`config.mk`:
```
export PLATFORM = sky130hd
export DESIGN_NAME = fp_result_out_buffer_flat
export DESIGN_NICKNAME = d
export VERILOG_FILES = /design/src/rtl/fp_result_out_buffer_if.sv /design/src/rtl/fp_result_out_buffer.sv /design/src/flat_wrapper.sv
export SDC_FILE = /design/constraint.sdc
export NUM_CORES = 1
export LEC_CHECK = 0
export ABC_CLOCK_PERIOD_IN_PS = 3800
export CORE_AREA = 2 2 111 113
export DETAILED_ROUTE_END_ITERATION = 10
export DIE_AREA = 0 0 113 115
export GPL_TIMING_DRIVEN = 0
export PLACE_DENSITY = 0.86
export SLEW_MARGIN = 10
export SYNTH_ARGS = -nofsm -noshare
export SYNTH_HDL_FRONTEND = slang
export SYNTH_SLANG_ARGS = --single-unit
```
`constraint.sdc`:
```
create_clock -name clk -period 3.8 [get_ports clk]
set_clock_uncertainty 0.1 [all_clocks]
set_input_delay 0.76 -clock clk [delete_from_list [all_inputs] [get_ports clk]]
set_output_delay 0.76 -clock clk [all_outputs]
set_load 0.03 [all_outputs]
```
`src/rtl/fp_result_out_buffer_if.sv`:
```
// Result handshake bundle between the FPU output buffer and its environment.
// The buffer uses the master modport; the FPU/consumer side uses the slave modport.
interface fp_result_out_buffer_if #(
  parameter int WIDTH = 32,
  parameter int DEPTH = 4
);
  localparam int CW = $clog2(DEPTH + 1);

  // Handshake: result_ready_o high means out_bus_o holds an unconsumed result; the consumer
  // takes it by raising result_accepted_i. In four-phase mode accepted must drop before the
  // next result is offered; in valid/ready mode ready & accepted at an edge is one transfer.
  logic             done_i;
  logic [WIDTH-1:0] result_i;
  logic             result_accepted_i;
  logic [WIDTH-1:0] out_bus_o;
  logic             result_ready_o;
  logic [CW-1:0]    count_o;
  logic             full_o;
  logic             empty_o;
  logic             overflow_o;

  modport master (
    input  done_i, result_i, result_accepted_i,
    output out_bus_o, result_ready_o, count_o, full_o, empty_o, overflow_o
  );

  modport slave (
    output done_i, result_i, result_accepted_i,
    input  out_bus_o, result_ready_o, count_o, full_o, empty_o, overflow_o
  );
endinterface

```
`src/rtl/fp_result_out_buffer.sv`:
```
// FPU result output stage: done-edge capture into a FIFO, registered presenter with a
// four-phase or valid/ready handshake. Optional macro OUT_BUF_DROP_CNT_EN adds drop_cnt_o.
module fp_result_out_buffer #(
  parameter int WIDTH   = 32,
  parameter int DEPTH   = 4,
  parameter int HS_MODE = 0
) (
  input  logic                  clk,
  input  logic                  rst,
  fp_result_out_buffer_if.master bus,
  output logic [1:0]            state_dbg
`ifdef OUT_BUF_DROP_CNT_EN
  ,
  output logic [7:0]            drop_cnt_o
`endif
);
  localparam int AW = $clog2(DEPTH);
  localparam int CW = $clog2(DEPTH + 1);

  typedef enum logic [1:0] {
    IDLE    = 2'd0,
    PRESENT = 2'd1,
    RELEASE = 2'd2
  } state_t;

  state_t           state, state_nxt;
  logic             done_q;
  logic [WIDTH-1:0] mem [DEPTH];
  logic [AW-1:0]    wr_ptr, rd_ptr;
  logic [CW-1:0]    count;
  logic [WIDTH-1:0] out_bus;
  logic             overflow;
  logic             push_req, push, pop, drop, full, empty;

  assign full     = (count == CW'(DEPTH));
  assign empty    = (count == '0);
  assign push_req = bus.done_i & ~done_q;
  // A pop in the same cycle frees the head slot, so a push into a full FIFO still lands.
  assign push     = push_req & (~full | pop);
  assign drop     = push_req & full & ~pop;

  always_comb begin
    state_nxt = state;
    pop       = 1'b0;
    case (state)
      IDLE: begin
        if (!empty) begin
          pop       = 1'b1;
          state_nxt = PRESENT;
        end
      end
      PRESENT: begin
        if (bus.result_accepted_i) begin
          if (HS_MODE == 1) begin
            if (!empty) pop = 1'b1;
            else        state_nxt = IDLE;
          end else begin
            state_nxt = RELEASE;
          end
        end
      end
      RELEASE: begin
        if (!bus.result_accepted_i) state_nxt = IDLE;
      end
      default: state_nxt = IDLE;
    endcase
  end

  always_ff @(posedge clk or posedge rst) begin
    if (rst) begin
      state    <= IDLE;
      done_q   <= 1'b0;
      wr_ptr   <= '0;
      rd_ptr   <= '0;
      count    <= '0;
      out_bus  <= '0;
      overflow <= 1'b0;
    end else begin
      state  <= state_nxt;
      done_q <= bus.done_i;
      if (push) wr_ptr <= wr_ptr + AW'(1);
      if (pop) begin
        rd_ptr  <= rd_ptr + AW'(1);
        out_bus <= mem[rd_ptr];
      end
      case ({push, pop})
        2'b10:   count <= count + CW'(1);
        2'b01:   count <= count - CW'(1);
        default: count <= count;
      endcase
      if (drop) overflow <= 1'b1;
    end
  end

  // Storage needs no reset; occupancy is tracked by count and the pointers.
  always_ff @(posedge clk) begin
    if (push) mem[wr_ptr] <= bus.result_i;
  end

`ifdef OUT_BUF_DROP_CNT_EN
  logic [7:0] drop_cnt;

  always_ff @(posedge clk or posedge rst) begin
    if (rst) begin
      drop_cnt <= 8'd0;
    end else if (drop && (drop_cnt != 8'hFF)) begin
      drop_cnt <= drop_cnt + 8'd1;
    end
  end

  assign drop_cnt_o = drop_cnt;
`endif

  assign bus.out_bus_o      = out_bus;
  assign bus.result_ready_o = (state == PRESENT);
  assign bus.count_o        = count;
  assign bus.full_o         = full;
  assign bus.empty_o        = empty;
  assign bus.overflow_o     = overflow;
  assign state_dbg          = state;
endmodule

```
`src/flat_wrapper.sv`:
```
// flat-port wrapper written by rule: the top's interface ports become plain ports
module fp_result_out_buffer_flat 
#(
  parameter int WIDTH   = 32,
  parameter int DEPTH   = 4,
  parameter int HS_MODE = 0
)
  (clk, rst, state_dbg, bus_done_i, bus_result_i, bus_result_accepted_i, bus_out_bus_o, bus_result_ready_o, bus_count_o, bus_full_o, bus_empty_o, bus_overflow_o);
  fp_result_out_buffer_if #(.WIDTH(WIDTH), .DEPTH(DEPTH)) bus_i ();
  input  logic clk;
  input  logic rst;
  output logic [1:0] state_dbg;
  input wire logic [$bits(bus_i.done_i)-1:0] bus_done_i;
  input wire logic [$bits(bus_i.result_i)-1:0] bus_result_i;
  input wire logic [$bits(bus_i.result_accepted_i)-1:0] bus_result_accepted_i;
  output wire logic [$bits(bus_i.out_bus_o)-1:0] bus_out_bus_o;
  output wire logic [$bits(bus_i.result_ready_o)-1:0] bus_result_ready_o;
  output wire logic [$bits(bus_i.count_o)-1:0] bus_count_o;
  output wire logic [$bits(bus_i.full_o)-1:0] bus_full_o;
  output wire logic [$bits(bus_i.empty_o)-1:0] bus_empty_o;
  output wire logic [$bits(bus_i.overflow_o)-1:0] bus_overflow_o;
  assign bus_i.done_i = bus_done_i;
  assign bus_i.result_i = bus_result_i;
  assign bus_i.result_accepted_i = bus_result_accepted_i;
  assign bus_out_bus_o = bus_i.out_bus_o;
  assign bus_result_ready_o = bus_i.result_ready_o;
  assign bus_count_o = bus_i.count_o;
  assign bus_full_o = bus_i.full_o;
  assign bus_empty_o = bus_i.empty_o;
  assign bus_overflow_o = bus_i.overflow_o;
  fp_result_out_buffer #(.WIDTH(WIDTH), .DEPTH(DEPTH), .HS_MODE(HS_MODE)) u_core (.clk(clk), .rst(rst), .bus(bus_i), .state_dbg(state_dbg));
endmodule
```
==> impl_metrics.toml <==
[outcome]
status = "finished, violations left"
violations = "design-rule violations"

[logic_synthesis]
synth_seq_cells = 171
synth_area_leaders = "edfxtp_1, dfrtp_1, mux4_2"
avgSynthCellArea_um2 = 22.2
synth_top_cell_by_area = "edfxtp_1"
yosysTopAreaCellShare = 0.599
synthesis.instances = 289
mappedNetlistArea_mm2 = 0.00641
ys.warnings.count = 0
syn_nets = 331
yosysUniqueCellTypes = 26
synth_seq_area_share = 0.767

[placement]
place_inst = 517
dp_slack_ns = 0.867
io_buffers = 76
dp_hpwl_um = 7410
gp_congestion = 0.674

[timing]
setup-tns-final_ns = 0
clock.fmax_mhz = 342
hold_viol = 0
setup_viol = 0
rsz0062_at_grt = "false"
relSlewSlack = 0.541
layout_setup_ws_ns = 0.877
final.min_clock_period_ns = 2.92
period_share = 0.769
worst_pin_slew_ns = 0.688
hold_slack_ns = 0.394
slew_viol_final = 0

[route]
route.vias.total = 3076
drt-initial-drc-count = 171
routed_wl_um = 11900
vias_per_cell = 5.61
post_drt_wl_per_cell_um = 21.6
drc = 5
drt_pre_antenna_iters = 7
ant_nets = 0

[setup_path]
startpoint_type = "flop"
arrival_ns = 2.06
crit_required_ns = 2.94
cp_max_fo = 4
reg2reg_depth = 9
endpoint_kind = "primary output"
path_class = "reg -> out"

[grt]
antenna_found_initial = 0
first_global_vias = 3316
grt_first_pass_wirelength_um = 18600
grt_start_max_net_pins = 24
overflow = 0
grt_use_total = 0.199

[layout]
seq_area_mm2 = 0.00492
final_nets = 431
drive_above_1_share = 0.277
multi_input_area_mm2 = 0.00136
fin_cells = 548
layout_common_cells = "edfxtp_1, clkdlybuf4s50_1, dfrtp_1"
final_common_cell = "edfxtp_1"
antenna_cells = 0
syn2layout_area_growth_pct = 25.9
fill_cells = 727

[power]
p_per_area_mw_per_mm2 = 837
p_total_mw = 6.76
ir_drop_uv = 574
total_leakage_power_nw = 2.87

[die]
dieArea_mm2 = 0.0130
initial_core_util = 0.543
ios = 77
rows = 40
fp.dieH_um = 115
core-area_mm2 = 0.0118
fp.dieW_um = 113

[hold_path]
hold_path_depth = 1
min_path_type = "reg -> reg"

[clock_network]
clk_pin_slew_ns = 0.06
cts_max_path_buffers = 2
numCtsBuffers = 17
cts_tree = "done"
cts-root-buf = "clkbuf_16"
ctsResizeCount = 0
post-cts-setup-buffer-count = 0
holdBufCountCts = 0
ctsHtreeMaxLevel = 4
cts_sinks = 171
worst_skew_pair.late_latency_ns = 0.42

[run]
drv_cap = 0
-- cell families (layout without fill, tap and decap cells) --
logic type,after synthesis,after routing,synth area share
AND/OR/NAND/NOR,14,14,0.0135
AO/OA/AOI/OAI,4,4,0.00429
flip-flops,171,171,0.767
buffers and inverters,22,134,0.0215
multiplexers,66,66,0.172
XOR/XNOR,6,6,0.00820
adder cells (fa/ha/maj),6,6,0.0129
-- cell usage after synthesis (all sizes together) --
master,instances
nand2b,2
or3,1
a21o,1
clkbuf,2
ha,5
nor2b,1
xnor2,4
inv,11
mux2i,1
and2,4
nand3,1
nand2,1
fa,1
buf,9
xor2,2
nor2,3
dfrtp,43
or3b,1
edfxtp,128
mux2,33
a21boi,1
o21ai,1
mux4,32
o21a,1
-- critical path, stage by stage (launching register included) --
cell,delay [ns]
dfrtp_1,0.41
or3_1,0.48
inv_1,0.09
clkdlybuf4s50_1,0.66
-- registers in the layout (all words and copies together), names as in the netlist --
register / count
u_core.done_q: 1
u_core.state_dbg: 2
u_core.bus.out_bus_o: 32
u_core.rd_ptr: 2
u_core.bus.overflow_o: 1
u_core.mem: 128
u_core.bus.count_o: 3
u_core.wr_ptr: 2
-- path summary, 6_finish.rpt --
check | start | endpoint | slack (ns)
min in group asynchronous | rst | u_core.bus.out_bus_o[26] | 0.63
max reg2reg | u_core.bus.count_o[0] | u_core.bus.count_o[2] | 1.35
min reg2reg | u_core.bus.overflow_o | u_core.bus.overflow_o | 0.39
max in group asynchronous | rst | u_core.bus.out_bus_o[12] | 2.44
max | u_core.bus.count_o[2] | bus_empty_o | 0.88
min | u_core.bus.overflow_o | u_core.bus.overflow_o | 0.39
-- area by class of cell --
type / count / area share
multi-input cells: 96 / 0.168
clock buffers: 24 / 0.0597
clock inverters: 7 / 0.0115
repair buffers: 81 / 0.111
inverters: 11 / 0.00511
well taps: 147 / 0.0228
flip-flops and latches: 171 / 0.609
plain buffers: 11 / 0.0119
-- power by group --
| part | total, mW | internal, mW | switching (mW) |
|---|---|---|---|
| registers | 2.60 | 2.42 | 0.183 |
| logic | 2.50 | 1.24 | 1.26 |
| clock network | 1.65 | 1.01 | 0.640 |
| total | 6.76 | 4.67 | 2.08 |
-- per-stage QoR --
step | util | area (um2)
6_report | 0.684 | 8070
5_1_grt | 0.684 | 8070
4_1_cts | 0.684 | 8070
3_5_place_dp | 0.635 | 7500
3_3_place_gp | 0.623 | 7360
2_1_floorplan | - | 6410
-- per-layer routing --
metal	global-route usage	up-vias	share of wire
li1	-	1340	-
met1	0.233	1600	0.38
met2	0.348	111	0.53
met3	0.0480	25	0.047
met4	0.102	0	0.038
met5	0	-	0
No activity file was read; power rests on OpenSTA's default activity.
